--- src/rtl/hv_owt_pkg.sv ---
// Shared definitions for the HV one-wire link: field widths, CRC polynomial, FSM states.
// HV_OWT_RX_CRC_EN selects the 24-bit frame with a trailing CRC-8; otherwise frames are 16 bits.
package hv_owt_pkg;

    localparam int RW_W         = 1;
    localparam int ADDR_W       = 7;
    localparam int DATA_W       = 8;
    localparam int CRC_W        = 8;
    localparam int PAYLOAD_BITS = RW_W + ADDR_W + DATA_W;

    localparam logic [CRC_W-1:0] CRC8_POLY = 8'h07;

`ifdef HV_OWT_RX_CRC_EN
    localparam int FRAME_BITS = PAYLOAD_BITS + CRC_W;
`else
    localparam int FRAME_BITS = PAYLOAD_BITS;
`endif

    typedef enum logic [2:0] {
        ST_IDLE   = 3'd0,
        ST_SYNC   = 3'd1,
        ST_GAP    = 3'd2,
        ST_BIT_LO = 3'd3,
        ST_BIT_HI = 3'd4,
        ST_CHECK  = 3'd5
    } owt_state_e;

    // One MSB-first step of the serial CRC.
    function automatic logic [CRC_W-1:0] crc8_next(input logic [CRC_W-1:0] crc,
                                                   input logic din);
        logic fb;
        fb = crc[CRC_W-1] ^ din;
        return {crc[CRC_W-2:0], 1'b0} ^ (fb ? CRC8_POLY : '0);
    endfunction

endpackage

--- src/rtl/hv_owt_crc8.sv ---
// Serial CRC-8 (poly 0x07, init 0x00, MSB first); shared by the LV transmitter and HV receiver.
module hv_owt_crc8
    import hv_owt_pkg::*;
(
    input  logic             clk,
    input  logic             rst_n,
    input  logic             clr,
    input  logic             en,
    input  logic             din,
    output logic [CRC_W-1:0] crc
);

    always_ff @(posedge clk) begin
        if (!rst_n || clr) begin
            crc <= '0;
        end else if (en) begin
            crc <= crc8_next(crc, din);
        end
    end

endmodule

--- src/rtl/hv_owt_rx.sv ---
// HV-side one-wire PWM frame receiver: sync, bit decode, optional CRC check, error strobes.
// Build option: define HV_OWT_RX_CRC_EN to append and check a CRC-8 on every frame.
//
// state     | meaning
// ----------+-------------------------------------------------------------
// ST_IDLE   | line idle, waiting for a rising edge
// ST_SYNC   | measuring a high pulse that may be a sync
// ST_GAP    | low time after sync, waiting for the first bit cell
// ST_BIT_LO | low time between bit cells
// ST_BIT_HI | measuring a bit-cell high time
// ST_CHECK  | full frame received, checking CRC and publishing
module hv_owt_rx
    import hv_owt_pkg::*;
#(
    parameter int BIT_CYC    = 32,
    parameter int SYNC_MIN   = 3 * BIT_CYC,
    parameter int GLITCH_CYC = 2
) (
    input  logic              i_clk,
    input  logic              i_rst_n,
    input  logic              i_lv_hv_owt_rx,
    output logic              o_frm_vld,
    output logic              o_frm_rw,
    output logic [ADDR_W-1:0] o_frm_addr,
    output logic [DATA_W-1:0] o_frm_wdata,
    output logic              o_crc_err,
    output logic              o_to_err,
    output logic              o_frm_err,
    output logic              o_busy
);

    localparam int HW = $clog2(SYNC_MIN + 1);
    localparam int LW = $clog2(2 * BIT_CYC + 1);
    localparam int BW = $clog2(FRAME_BITS + 1);

    localparam logic [HW-1:0] SYNC_MIN_C = HW'(SYNC_MIN);
    localparam logic [HW-1:0] HI_MAX_C   = HW'(BIT_CYC);
    localparam logic [HW-1:0] HALF_C     = HW'(BIT_CYC / 2);
    localparam logic [HW-1:0] GLITCH_C   = HW'(GLITCH_CYC);
    localparam logic [LW-1:0] TO_C       = LW'(2 * BIT_CYC);

    logic sync1, sync2, lvl, rise, fall;

    owt_state_e              state, prev_lo;
    logic [HW-1:0]           hcnt;
    logic [LW-1:0]           lcnt;
    logic [BW-1:0]           bitcnt;
    logic [PAYLOAD_BITS-1:0] shreg;
    logic                    bit_ok, bit_val, crc_ok;

    // Edge detect is a registered stage so lvl/rise/fall describe the same sample.
    always_ff @(posedge i_clk) begin
        if (!i_rst_n) begin
            sync1 <= 1'b0;
            sync2 <= 1'b0;
            lvl   <= 1'b0;
            rise  <= 1'b0;
            fall  <= 1'b0;
        end else begin
            sync1 <= i_lv_hv_owt_rx;
            sync2 <= sync1;
            lvl   <= sync2;
            rise  <= sync2 & ~lvl;
            fall  <= ~sync2 & lvl;
        end
    end

    assign bit_ok  = (state == ST_BIT_HI) && fall && (hcnt >= GLITCH_C);
    assign bit_val = (hcnt >= HALF_C);
    assign o_busy  = (state != ST_IDLE);

`ifdef HV_OWT_RX_CRC_EN
    logic [CRC_W-1:0] crc_state;
    logic             crc_clr;

    // Every frame passes through SYNC, so clearing there also covers a resync after a framing error.
    assign crc_clr = (state == ST_IDLE) || (state == ST_SYNC);

    hv_owt_crc8 u_crc (
        .clk   (i_clk),
        .rst_n (i_rst_n),
        .clr   (crc_clr),
        .en    (bit_ok),
        .din   (bit_val),
        .crc   (crc_state)
    );

    assign crc_ok = (crc_state == '0);
`else
    assign crc_ok = 1'b1;
`endif

    always_ff @(posedge i_clk) begin
        if (!i_rst_n) begin
            state       <= ST_IDLE;
            prev_lo     <= ST_GAP;
            hcnt        <= '0;
            lcnt        <= '0;
            bitcnt      <= '0;
            shreg       <= '0;
            o_frm_vld   <= 1'b0;
            o_crc_err   <= 1'b0;
            o_to_err    <= 1'b0;
            o_frm_err   <= 1'b0;
            o_frm_rw    <= 1'b0;
            o_frm_addr  <= '0;
            o_frm_wdata <= '0;
        end else begin
            o_frm_vld <= 1'b0;
            o_crc_err <= 1'b0;
            o_to_err  <= 1'b0;
            o_frm_err <= 1'b0;

            case (state)
                ST_IDLE: begin
                    if (rise) begin
                        state <= ST_SYNC;
                        hcnt  <= HW'(1);
                    end
                end

                ST_SYNC: begin
                    bitcnt <= '0;
                    if (fall) begin
                        if (hcnt >= SYNC_MIN_C) begin
                            state <= ST_GAP;
                            lcnt  <= LW'(1);
                        end else begin
                            state <= ST_IDLE;
                        end
                    end else if (hcnt != SYNC_MIN_C) begin
                        hcnt <= hcnt + 1'b1;
                    end
                end

                ST_GAP, ST_BIT_LO: begin
                    if (rise) begin
                        state   <= ST_BIT_HI;
                        prev_lo <= state;
                        hcnt    <= HW'(1);
                    end else if (lcnt == TO_C) begin
                        state    <= ST_IDLE;
                        o_to_err <= 1'b1;
                    end else begin
                        lcnt <= lcnt + 1'b1;
                    end
                end

                ST_BIT_HI: begin
                    if (fall) begin
                        if (!bit_ok) begin
                            // Glitch: resume the low phase with its count untouched.
                            state <= prev_lo;
                        end else begin
                            if (bitcnt < BW'(PAYLOAD_BITS)) begin
                                shreg <= {shreg[PAYLOAD_BITS-2:0], bit_val};
                            end
                            bitcnt <= bitcnt + 1'b1;
                            lcnt   <= LW'(1);
                            state  <= (bitcnt == BW'(FRAME_BITS - 1)) ? ST_CHECK : ST_BIT_LO;
                        end
                    end else if (hcnt == HI_MAX_C) begin
                        // Keep counting as a sync so an interrupting new frame is still caught.
                        o_frm_err <= 1'b1;
                        state     <= ST_SYNC;
                    end else begin
                        hcnt <= hcnt + 1'b1;
                    end
                end

                ST_CHECK: begin
                    state <= ST_IDLE;
                    if (crc_ok) begin
                        o_frm_vld   <= 1'b1;
                        o_frm_rw    <= shreg[PAYLOAD_BITS-1];
                        o_frm_addr  <= shreg[PAYLOAD_BITS-2 -: ADDR_W];
                        o_frm_wdata <= shreg[DATA_W-1:0];
                    end else begin
                        o_crc_err <= 1'b1;
                    end
                end

                default: state <= ST_IDLE;
            endcase
        end
    end

endmodule

--- config.mk ---
export PLATFORM = sky130hd
export DESIGN_NAME = hv_owt_rx
export DESIGN_NICKNAME = d
export VERILOG_FILES = /design/src/rtl/hv_owt_pkg.sv /design/src/rtl/hv_owt_crc8.sv /design/src/rtl/hv_owt_rx.sv
export SDC_FILE = /design/constraint.sdc
export NUM_CORES = 1
export LEC_CHECK = 0
export CAP_MARGIN = 0
export CORE_MARGIN = 5
export CORE_UTILIZATION = 30
export DETAILED_ROUTE_END_ITERATION = 12
export GPL_TIMING_DRIVEN = 0
export SKIP_LAST_GASP = 1
export SYNTH_ARGS = -nofsm -noshare
export SYNTH_HDL_FRONTEND = slang
export SYNTH_SLANG_ARGS = --single-unit
--- constraint.sdc ---
create_clock -name i_clk -period 4.9 [get_ports i_clk]
set_input_delay 0.49 -clock i_clk [delete_from_list [all_inputs] [get_ports i_clk]]
set_output_delay 0.49 -clock i_clk [all_outputs]
set_load 0.1 [all_outputs]
### Word level (Yosys, flattened, before mapping)

Index checks and enable logic that the tools add are counted.
Widths: inputs -> output; s select.

* bitwise gates (word level): 7
* order comparisons: 4
* add/sub/neg operators: 3
* muxes and demuxes: 29
* reduce and logical (&&, ||, !) cells: 17
* eq/ne operators: 23

Operator list (number)
* $mux 7: 11
* $pmux 7 s3: 2
* $mux 3: 8
* $ne 2x2->1 const B: 11
* $add 7x1->7 const B: 2
* $pmux 3 s4: 1
* $mux 5: 2
* $pmux 5 s2: 1
* $reduce_bool 3->1: 3
* $reduce_or 3->1: 3
* $reduce_and 4->1: 2
* $eq 7x6->1 const B: 1
* $eq 7x7->1 const B: 1
* $ge 7x2->1 const B: 1
* $ge 7x5->1 const B: 1
* $ge 7x7->1 const B: 1
* $ne 7x7->1 const B: 1
* $reduce_and 7->1: 1
* $eq 3x2->1 const B: 2
* $eq 3x3->1 const B: 2
* $reduce_and 6->1: 1
* $add 5x1->5 const B: 1
* $eq 5x4->1 const B: 1
* $lt 5x5->1 const B: 1
* 14 further kinds: 22

* output and inout port bits: 21
* flip-flop bits (word level): 65
* word-level logic and storage cells: 100

### Logic depth before layout (Yosys ltp)

Gate-level depths: netlist (run 1).

* depth after elaboration: 6
* gate-level depth with buffers: 8

### Worst setup path after synthesis (run 1)

OpenSTA, ideal clock, no wires.

* path type: reg-to-reg
* start point: register hcnt[0]
* end point: register hcnt[3]
* library setup time: 79 ps
* clock period less this slack: 1964 ps
* stages on the path, launching flop included: 8
* arrival: 1885 ps
* required time: 4821 ps
* path buffers: 0
* path slack: 2936 ps
* path through: dfxtp_1 inv_1 ha_1 and2_4 and2_4 a21o_4 or4_1 a211oi_2

* longest elaborated chain between the ends: 4

Ends and longest elaborated chain
* start: declaration: RTL line hv_owt_rx.sv:45 `logic [HW-1:0] hcnt;`
* start signal: assignment: RTL line hv_owt_rx.sv:132 `hcnt <= hcnt + 1'b1;`
* start signal: assignment: RTL line hv_owt_rx.sv:167 `hcnt <= hcnt + 1'b1;`
* $add 7x1->7: RTL line hv_owt_rx.sv:132, hv_owt_rx.sv:167
* $mux 7, on equally long branches: RTL line hv_owt_rx.sv:162, hv_owt_rx.sv:131
* $mux 7, on equally long branches: RTL line hv_owt_rx.sv:150, hv_owt_rx.sv:124
* $pmux 7 s3: RTL line hv_owt_rx.sv:114 `case (state)`

Parallel ways exist; a longest one is shown, timed or not. The select of a mux whose other input is x is not followed.
A chain may end at the register's enable or synchronous reset.

### Worst setup path after layout (run 1)

* start point: register state[1]
* end point: output o_busy

* longest elaborated chain between the ends: 1

Ends and longest elaborated chain
* start: declaration: RTL line hv_owt_rx.sv:44 `owt_state_e state, prev_lo;`
* start signal: assignment: RTL line hv_owt_rx.sv:153 `state <= prev_lo;`
* start signal: assignment: RTL line hv_owt_rx.sv:160 `state <= (bitcnt == BW'(FRAME_BITS - 1)) ? ST_CHECK : ST_BIT_LO;`
* $reduce_bool 3->1: RTL line hv_owt_rx.sv:70 `assign o_busy = (state != ST_IDLE);`
* end: declaration: RTL line hv_owt_rx.sv:29 `output logic o_busy`

No other way between the ends.

==> out/results.ini, run 1 <==
[run_status]
status=complete, no violations

[logic_synthesis]
ys_seq_area_share_pct=43.8
synth_cell_types=62
yosysTopAreaCellShare_pct=43.8
yosys.area.top_type=dfxtp_1
syn_area_per_cell_um2=8.90
yosysMostFrequentCell=dfxtp_1
async_flop_share_pct=0
yosysWarnings=0
ys_ff_latch=65
synth_nets=344
synthCells=334
synth_area_mm2=0.00297
synth.area.top_cells=dfxtp_1 44%, nand2_1 5.8%, mux2i_1 5.7%, a21oi_1 5.1%, nor2_1 3.9%
synth_edf_count=0
synth_ff_type=dfxtp_1
ys_top_cells_by_count=65 x dfxtp_1, 46 x nand2_1, 31 x nor2_1

[finish]
final-seq-area_mm2=0.00130
final.fill_count=1052
antennaDiodeCount=0
layout-drive-gt1-share_pct=12.1
multi_input_area_mm2=0.00154
syn2layout_area_growth_pct=18.7
fin_area_mm2=0.00353
final_net_count=377

[clock_tree]
clkTransAtPathRegs_ps=70
cts_tree=yes
cts-resized-gates=0
clk-insertion-delay-late_ps=350
clk_path_buf_depth=2
cts_max_level=3
post_cts_buffers=0
cts_buffers=9
root_buffer=clkbuf_8
cts_sinks=65
ctsHoldBuffers=0

[power_and_ir_drop]
power_leakage_nw=1.24
p_per_area_mw_per_mm2=331
peakVddDrop_mv=0.171

[floorplan]
placementRows=36
initial_utilization_pct=30.6
die_w_um=110
die-area_mm2=0.0120
io_pins=24
core_area_mm2=0.00973
die_h_um=110

[global_routing]
overflow=0
grt_pass1_vias=2469
grt_pass1_wl_um=11500
globalRouteTotalUtil_pct=12.2
grt_max_degree=13
antenna_found_initial=0

[worst_setup_path]
critPathKind=reg -> out
cp.arrival_ps=2560
crit_chain=buf_2, buf_1, or3_1, clkdlybuf4s50_1
slowest_delay_ps=1130
critPathSlowestCell=clkdlybuf4s50_1
cp_max_fo=10
end_kind=output pin
required_ps=4410
crit_path_start_kind=register

[sta]
hold_viol=0
hold_ws_ps=403
timing.final.crit_share_pct=62.2
worst_pin_slew_ps=976
clock_skew_ps=11.2
rsz0062_at_grt=false
fmax_ghz=0.328
slew-limit-headroom_pct=34.7
min_period_ps=3050
maxSlewViolCount=0
setup_viol=0
finalSetupTns_ps=0

[route]
dr_total_vias=2470
vias_per_cell=4.89
first_iter_violations=96
ant_nets=0
first_pass_iters=4
wire_per_inst_um=13.4
finalWirelength_um=6770
remaining_drc_errors=0

[place]
placed_area_mm2=0.00336
portBuffers=22
globalplace.congestion=0.914
dpl.hpwl_um=4660

[run]
cap_violations=0

[worst_hold_path]
hp-class=reg -> reg

-- critical path, delay by kind of cell, from the launching register on --
kind | cells | cell delay [ps]
DFF | 1 | 300
and+or+nand+nor | 1 | 200
buffers and inverters | 3 | 1710
-- final cells by class --
class,count,area share [%]
Timing Repair Buffer,22,6.24
Clock buffer,10,3.62
Buffer,20,3.12
Multi-Input combinational cell,242,43.5
Inverter,7,0.744
Sequential cell,65,36.9
Tap cell,133,4.71
Clock inverter,6,1.21
-- cells by family (layout without fill, tap and decap cells) --
| group | Yosys count | count (layout) | synth area share, % |
|---|---|---|---|
| other | 1 | 1 | 0.126 |
| multiplexers | 18 | 18 | 6.10 |
| buffers and inverters | 27 | 65 | 4.59 |
| flip-flops | 65 | 65 | 43.8 |
| AND/OR/NAND/NOR | 150 | 150 | 26.6 |
| AO/OA/AOI/OAI | 66 | 66 | 15.9 |
| adder cells (fa/ha/maj) | 7 | 7 | 2.95 |
-- routing by layer --
metal | track usage, % | up-vias | share of wire [%]
li1 | - | 1245 | -
met2 | 19.6 | 43 | 47
met5 | 0 | - | 0
met3 | 3.46 | 10 | 4.1
met4 | 5.34 | 0 | 1.4
met1 | 15.3 | 1172 | 47
-- final timing paths --
path,from,endpoint,slack (ps),depth (start not counted)
worst max-delay path,state[1],o_busy,1850,4
worst min-delay path,sync2,fall,400,1
worst max register to register,hcnt[1],hcnt[3],2730,7
worst min register to register,sync2,fall,400,1
-- report_power, final --
part / total [W] / switching (W) / internal, W
clock: 0.000402 / 0.000218 / 0.000184
combinational: 0.000218 / 0.000148 / 0.0000694
sequential: 0.000547 / 0.00000842 / 0.000539
-- flip-flops by register name, indices dropped and copies added, names as in the netlist --
signal       cells
bitcnt           5
fall             1
hcnt             7
lcnt             7
lvl              1
o_frm_addr       7
o_frm_err        1
o_frm_rw         1
o_frm_vld        1
o_frm_wdata      8
o_to_err         1
prev_lo          3
rise             1
shreg           16
state            3
sync1            1
sync2            1
-- cells in the final DEF, fill, tap and decap left out, types with 4 or more instances in the layout --
cell	count
dfxtp_1	65
nand2_1	46
nor2_1	31
a21oi_1	30
clkdlybuf4s50_1	22
mux2i_1	17
nor3_1	14
clkbuf_1	11
nand3_1	11
clkbuf_8	9
and3_1	8
ha_1	7
inv_1	6
and2_1	5
o21ai_0	5
a211oi_1	4
nand2b_1	4
-- per-stage QoR --
| step | std cells | util, % | power [W] | setup slack [ps] |
|---|---|---|---|---|
| floorplan | 334 | - | 0.000726 | 2940 |
| global placement | 489 | 34.5 | 0.000773 | 2230 |
| detailed placement | 489 | 34.5 | 0.000775 | 2230 |
| CTS | 505 | 36.3 | 0.00118 | 1860 |
| global route | 505 | 36.3 | 0.00123 | 1760 |
| finish | 505 | 36.3 | 0.00117 | 1850 |
(Power assumes the default switching activity.)
==> run 2, diff against run 1 <==
==> constraint.sdc (replaced) <==
create_clock -name i_clk -period 3.09 [get_ports i_clk]
set_input_delay 0.309 -clock i_clk [delete_from_list [all_inputs] [get_ports i_clk]]
set_output_delay 0.309 -clock i_clk [all_outputs]
set_load 0.1 [all_outputs]
==> results of run 2 <==
The final DEF is identical to that of run 1. Status: complete, no violations.
Main changes from that run: setup slack after placement 2230 ps -> 605 ps; setup slack after layout 1850 ps -> 225 ps; register-to-register setup slack 2730 ps -> 920 ps; total power 0.00117 W -> 0.00185 W; worst IR drop on VDD 0.171 mV -> 0.271 mV
==> run 3, diff against run 2 <==
--- a/config.mk
+++ b/config.mk
@@ -7,9 +7,10 @@
 export LEC_CHECK = 0
 export CAP_MARGIN = 0
 export CORE_MARGIN = 5
-export CORE_UTILIZATION = 30
+export CORE_UTILIZATION = 57
 export DETAILED_ROUTE_END_ITERATION = 12
 export GPL_TIMING_DRIVEN = 0
+export PLACE_DENSITY = 0.78
 export SKIP_LAST_GASP = 1
 export SYNTH_ARGS = -nofsm -noshare
 export SYNTH_HDL_FRONTEND = slang
==> run 3 against run 2 <==
Compared with the run above: largest cell class unchanged; fmax up 1.4%; core utilization up 32 points; sequential share of layout area up 0.56 points; highest routed layer unchanged.
==> out/results.ini, run 3 (synthesis results as in run 1) <==
[route]
finalWirelength_um=6590
first_pass_iters=4
dr_total_vias=2472
ant_nets=0
remaining_drc_errors=0
first_iter_violations=170
vias_per_cell=5.59
wire_per_inst_um=14.9

[finish]
final_net_count=377
final.fill_count=429
antennaDiodeCount=0
top_register=shreg
syn2layout_area_growth_pct=17.0
final-seq-area_mm2=0.00130
largest_register_ffs=16
top_regs=shreg: 16 flops, o_frm_wdata: 8 flops
layout-drive-gt1-share_pct=12.1
final_common_cell=dfxtp_1
fin_area_mm2=0.00348
final_cell_mix=65 x dfxtp_1, 46 x nand2_1, 31 x nor2_1, 30 x a21oi_1, 22 x clkdlybuf4s50_1
multi_input_area_mm2=0.00154

[floorplan]
core_area_mm2=0.00507
die_w_um=82.2
placementRows=26
die_h_um=82.2
die-area_mm2=0.00676
initial_utilization_pct=58.6
io_pins=24

[place]
globalplace.congestion=0.867
placed_area_mm2=0.00328
portBuffers=22
dpl.hpwl_um=4450

[global_routing]
grt.busiest_layer=met2
antenna_found_initial=0
globalRouteTotalUtil_pct=22.0
grt_pass1_wl_um=11400
met3_usage_pct=4.88
grt_max_degree=12
grt_pass1_vias=2442
met1_usage_pct=28.9
overflow=0
grt_use_met2_pct=35.1

[worst_setup_path]
cp_max_fo=10
critPathKind=reg -> out
regToRegSetupSlack_ps=980
rr_worst_depth=7
required_ps=2780
crit_path_start_kind=register
end_kind=output pin
cp.arrival_ps=2520

[run_status]
status=complete, no violations

[power_and_ir_drop]
p_per_area_mw_per_mm2=555
p_total_w=0.00193
peakVddDrop_mv=0.353
power_leakage_nw=1.26

[sta]
rsz0062_at_grt=false
hold_ws_ps=408
setup_viol=0
slew-limit-headroom_pct=34.5
min_period_ps=2830
hold_viol=0
finalSetupTns_ps=0
clock_skew_ps=6.39
timing.final.crit_share_pct=91.4
worst_pin_slew_ps=980
maxSlewViolCount=0
fmax_ghz=0.354

[clock_tree]
ctsHoldBuffers=0
post_cts_buffers=0
cts-resized-gates=0
root_buffer=clkbuf_8
clk_path_buf_depth=2
clk-insertion-delay-late_ps=340
cts_max_level=3
cts_sinks=65
cts_buffers=9
cts_tree=yes
clkTransAtPathRegs_ps=60

[worst_hold_path]
hold_depth=1
hp-class=reg -> reg

[run]
cap_violations=0

## run 3: stage by stage
| step | setup slack (ps) | cells | util [%] |
|---|---|---|---|
| 2_1_floorplan | 1130 | 334 | - |
| 3_3_place_gp | 641 | 426 | 64.6 |
| 3_5_place_dp | 639 | 426 | 64.6 |
| 4_1_cts | 271 | 442 | 68.5 |
| 5_1_grt | 172 | 442 | 68.5 |
| 6_report | 264 | 442 | 68.5 |
## run 3: area by class of cell
class                      count  area share, %
clock buffer                  11           4.07
buffer                        20           3.17
clock inverter                 5           1.58
multi-input combinational    242           44.2
inverter                       7          0.756
tap                           70           2.52
timing repair buffer          22           6.33
sequential                    65           37.4
## run 3: metal layers
metal	wire length (um)	vias to the layer above
li1	-	1254
met1	3110	1175
met2	3160	33
met3	206	10
met4	111	0
met5	0	-
## run 3: final timing paths
kind         endpoint     start
max            o_busy  state[1]
min              fall     sync2
max reg2reg   hcnt[3]   hcnt[1]
min reg2reg      fall     sync2
## run 3: where the power goes
group / switching (W) / internal, W
combinational: 0.000236 / 0.000110
clock: 0.000323 / 0.000392
sequential: 0.0000136 / 0.000855
total: 0.000573 / 0.00136
## run 3: worst max-delay path: stages (launching register included)
cell	delay, ps
dfxtp_1	300
buf_2	190
buf_1	380
or3_1	170
clkdlybuf4s50_1	1130
==> RTL change 1 (settings of run 2) <==
Add an input register stage for `i_lv_hv_owt_rx`, cleared by the reset; this delays it by one clock.
--- a/src/rtl/hv_owt_rx.sv
+++ b/src/rtl/hv_owt_rx.sv
@@ -41,2 +41,12 @@
 
+    logic i_lv_hv_owt_rx_q;
+
+    always_ff @(posedge i_clk) begin
+        if (!i_rst_n) begin
+            i_lv_hv_owt_rx_q <= '0;
+        end else begin
+            i_lv_hv_owt_rx_q <= i_lv_hv_owt_rx;
+        end
+    end
+
     logic sync1, sync2, lvl, rise, fall;
@@ -59,3 +69,3 @@
         end else begin
-            sync1 <= i_lv_hv_owt_rx;
+            sync1 <= i_lv_hv_owt_rx_q;
             sync2 <= sync1;
Behaviour: not the same (a bounded check fails within 10 cycles, from zero or initial values and one cycle with i_rst_n low).
==> RTL change 1 against run 2 <==
Wire length decreased by 3.4%; sequential cell count increased by 1; synthesized area about the same; sequential share of layout area about the same; non-clock buffer count decreased by 1; design area increased by 1.5%; synthesized cell count decreased by 1.5%; worst setup slack got worse by 13 ps; cell count decreased by 0.99%; via count decreased by 2.4%.
Power is not compared: it rests on default switching activity, and its combinational part moved more than twofold at a synthesized area within 25%.
==> RTL change 1: results (changes against run 2) <==
sequential area share after synthesis 0.445 (+0.00711); top area cells in the synthesized netlist dfxtp_1 44%, mux2i_1 7.1%, nand2_1 5.4%; Fill cells 1,003 (-4.7%); RR Startpoint hcnt[0]; post-DP HPWL 4670 um (+0.20%); dpl cells 484 (-1.0%); routability cong. 0.814 (-11%); Max Freq 347 MHz (-0.46%); Non-clk bufs 41 (-2.4%); GRT Total Usage 0.121 (-0.00177); DR iter-0 viols 153 (+59%); Clock Skew 8.59 ps (-2.63 ps); WL final 6540 um (-3.4%); Synth Instances 329 (-1.5%); CP startpoint state[2]; Multi-In Gates 237 (-2.1%); final cell count without fillers 500 (-0.99%); DP Worst Slack 606 ps (+0.667 ps); Synth cell types 52 (-16%); vias in the first global route 2,348 (-4.9%); CP Data Arrival Time 2570 ps (about the same); status finished, final reports clean; Reg area 0.00132 mm^2 (+1.5%); syn nets 339 (-1.5%); hold wc startpoint lvl; Layout Nets 372 (-1.3%); clock sinks 66 (+1.5%); clock network power share 0.449; share of layout cells above drive strength 1 0.0926 (-0.0283); buffer share of cell area 0.0918 (-0.00175); drt via density 4.82 (-1.4%); multi-input logic area 0.00151 mm^2 (-1.4%)
[RTL change 1: cell types whose count changed after synthesis, sizes merged, moves of 4 or more]
cell and delta:
nand3 -5, a32o +5, nor3 -8, a211o +4, a21oi -6, nor3b +6, mux2i +4
[RTL change 1: per-layer routing]
metal,global-route usage,vias up,share of wire
met1,0.144,1152,0.47
met5,0,-,0
li1,-,1228,-
met4,0.0686,0,0.023
met3,0.0358,11,0.028
met2,0.192,20,0.48
[RTL change 1: cells by family after synthesis]
group,count (synthesis),synth area share
DFF,66,0.445
other,1,0.00126
muxes,21,0.0708
and+or+nand+nor,146,0.261
buffers and inverters,26,0.0455
AOI/OAI and AO/OA,60,0.141
xor gates and xnor gates,2,0.00590
adders and majority gates,7,0.0295
[RTL change 1: worst paths after layout]
check / endpoint / slack (ps) / cells after the start
worst max-delay path: o_busy / 210 / 4
worst min-delay path: rise / 400 / 1
worst max register to register: shreg[14] / 880 / 9
worst min register to register: rise / 400 / 1
==> RTL change 2 (flow settings as in run 2) <==
Without the edit above. Add a define of `HV_OWT_RX_CRC_EN`.
--- a/src/rtl/hv_owt_pkg.sv
+++ b/src/rtl/hv_owt_pkg.sv
@@ -2,2 +2,4 @@
 // HV_OWT_RX_CRC_EN selects the 24-bit frame with a trailing CRC-8; otherwise frames are 16 bits.
+`define HV_OWT_RX_CRC_EN
+
 package hv_owt_pkg;
Behaviour: same outputs for any inputs over 10 cycles, from zero or initial values and one cycle with i_rst_n low; that may be too few to reach the edited logic, so the function may still have changed.
==> RTL change 2 against run 2 <==
Die area increased by 8.7%; wire length decreased by 0.44%; worst setup slack got worse by 58 ps; synthesized area increased by 9.6%; sequential cell count increased by 9; design area increased by 9.5%; highest routed layer unchanged.
Power is not compared: it rests on default switching activity, and its combinational part moved more than twofold at a synthesized area within 25%.
==> RTL change 2: results (changes against run 2) <==
status finished, final reports clean; Slew @ Worst Pin 988 ps (+11.9 ps); final cell count without fillers 532 (+5.3%); largest net degree at the start of global routing 14 (+1); Hold Path Depth 3 (+2); top flop regs shreg x16, o_frm_wdata x8, u_crc.crc x8; hold wc startpoint i_rst_n; FF-to-FF setup slack 1100 ps (+180 ps); placed cell area 0.00365 mm^2 (+8.8%); sequential area share after synthesis 0.455 (+0.0170); r2r endpoint shreg[11]; Synth cell types 55 (-11%); mux contribution to synthesized area 0.0768 (+0.0158); vias in the first global route 2,519 (+2.0%); dpl cells 516 (+5.5%); WL met1 3160 um (-0.88%); syn nets 363 (+5.5%); DP Worst Slack 520 ps (-84.8 ps); first-pass GRT wire length 11,600 um (+0.72%); post-synthesis compound-gate area fraction 0.130 (-0.0289); Layout Nets 396 (+5.0%); share of layout cells above drive strength 1 0.0969 (-0.0240); CP Data Arrival Time 2610 ps (+50 ps); Clock Skew 11.8 ps (+0.576 ps); Adder-Cell Fraction of Synth Area 0.0230 (-0.00642); met2 wire length 3160 um (-1.3%); DR iter-0 viols 160 (+67%); routability cong. 0.796 (-13%); top area cells in the synthesized netlist dfxtp_1 45%, mux2i_1 7.7%, nand2_1 4.8%; Synth Area in XOR/XNOR 0.0161 (+0.0161); drt wl/cell 12.7 um (-5.5%); HP Class in2reg; Clock Path Buffers 2 (unchanged); Synth Instances 354 (+6.0%); worst hold margin 384 ps (-19.4 ps); R2R cell count 6 (-1); Post-synth top cells 74 x dfxtp_1, 42 x nand2_1, 39 x nor2_1; post-DP HPWL 4910 um (+5.5%); Fill cells 1,133 (+7.7%); Hold Path End hcnt[1]; GRT Total Usage 0.110 (-0.0128)
## RTL change 2: cell count changes in the layout (fill, tap and decap cells not counted), sizes merged, moves of 6 or more
cell / before / now
mux2i: 17 / 25
dfxtp: 65 / 74
nor2: 32 / 41
o22ai: 0 / 6
a21oi: 30 / 23
o21ai: 6 / 12
## RTL change 2: cells by family after synthesis
group / count (synthesis)
buf+inv: 27
simple gates: 153
compound gates: 63
fa+ha+maj: 6
flops: 74
mux: 25
xor+xnor: 6
## RTL change 2: worst max-delay path by stage
stage | startpoint | endpoint | slack (ps) | cells after the start
global route | state[2] | o_busy | 30 | 4
detailed placement | state[2] | o_busy | 520 | 4
finish | state[2] | o_busy | 170 | 4
CTS | state[2] | o_busy | 130 | 4
floorplan | state[2] | o_busy | 1210 | 3
global placement | state[2] | o_busy | 530 | 4
## RTL change 2: report_power, final
part,switching (uW),internal (uW)
registers,6.69,960
clock network,365,421
logic,90.8,42.7
## RTL change 2: worst max-delay path: stages (launching register included)
cell and delay [ps]:
dfxtp_1 320, buf_6 140, clkbuf_1 460, or3_1 220, clkdlybuf4s50_1 1130
## RTL change 2: cell type report
cell class                 instances  share of cell area
sequential                        74               0.383
multi-input combinational        253               0.425
inverter                           8             0.00777
tap                              140              0.0453
clock buffer                      11              0.0392
timing repair buffer              22              0.0570
buffer                            19              0.0265
clock inverter                     5              0.0159
## RTL change 2: per-layer routing
metal	global-route usage	vias to the layer above
met5	0	-
met2	0.182	42
met4	0.0372	0
met3	0.0354	9
met1	0.133	1229
li1	-	1320
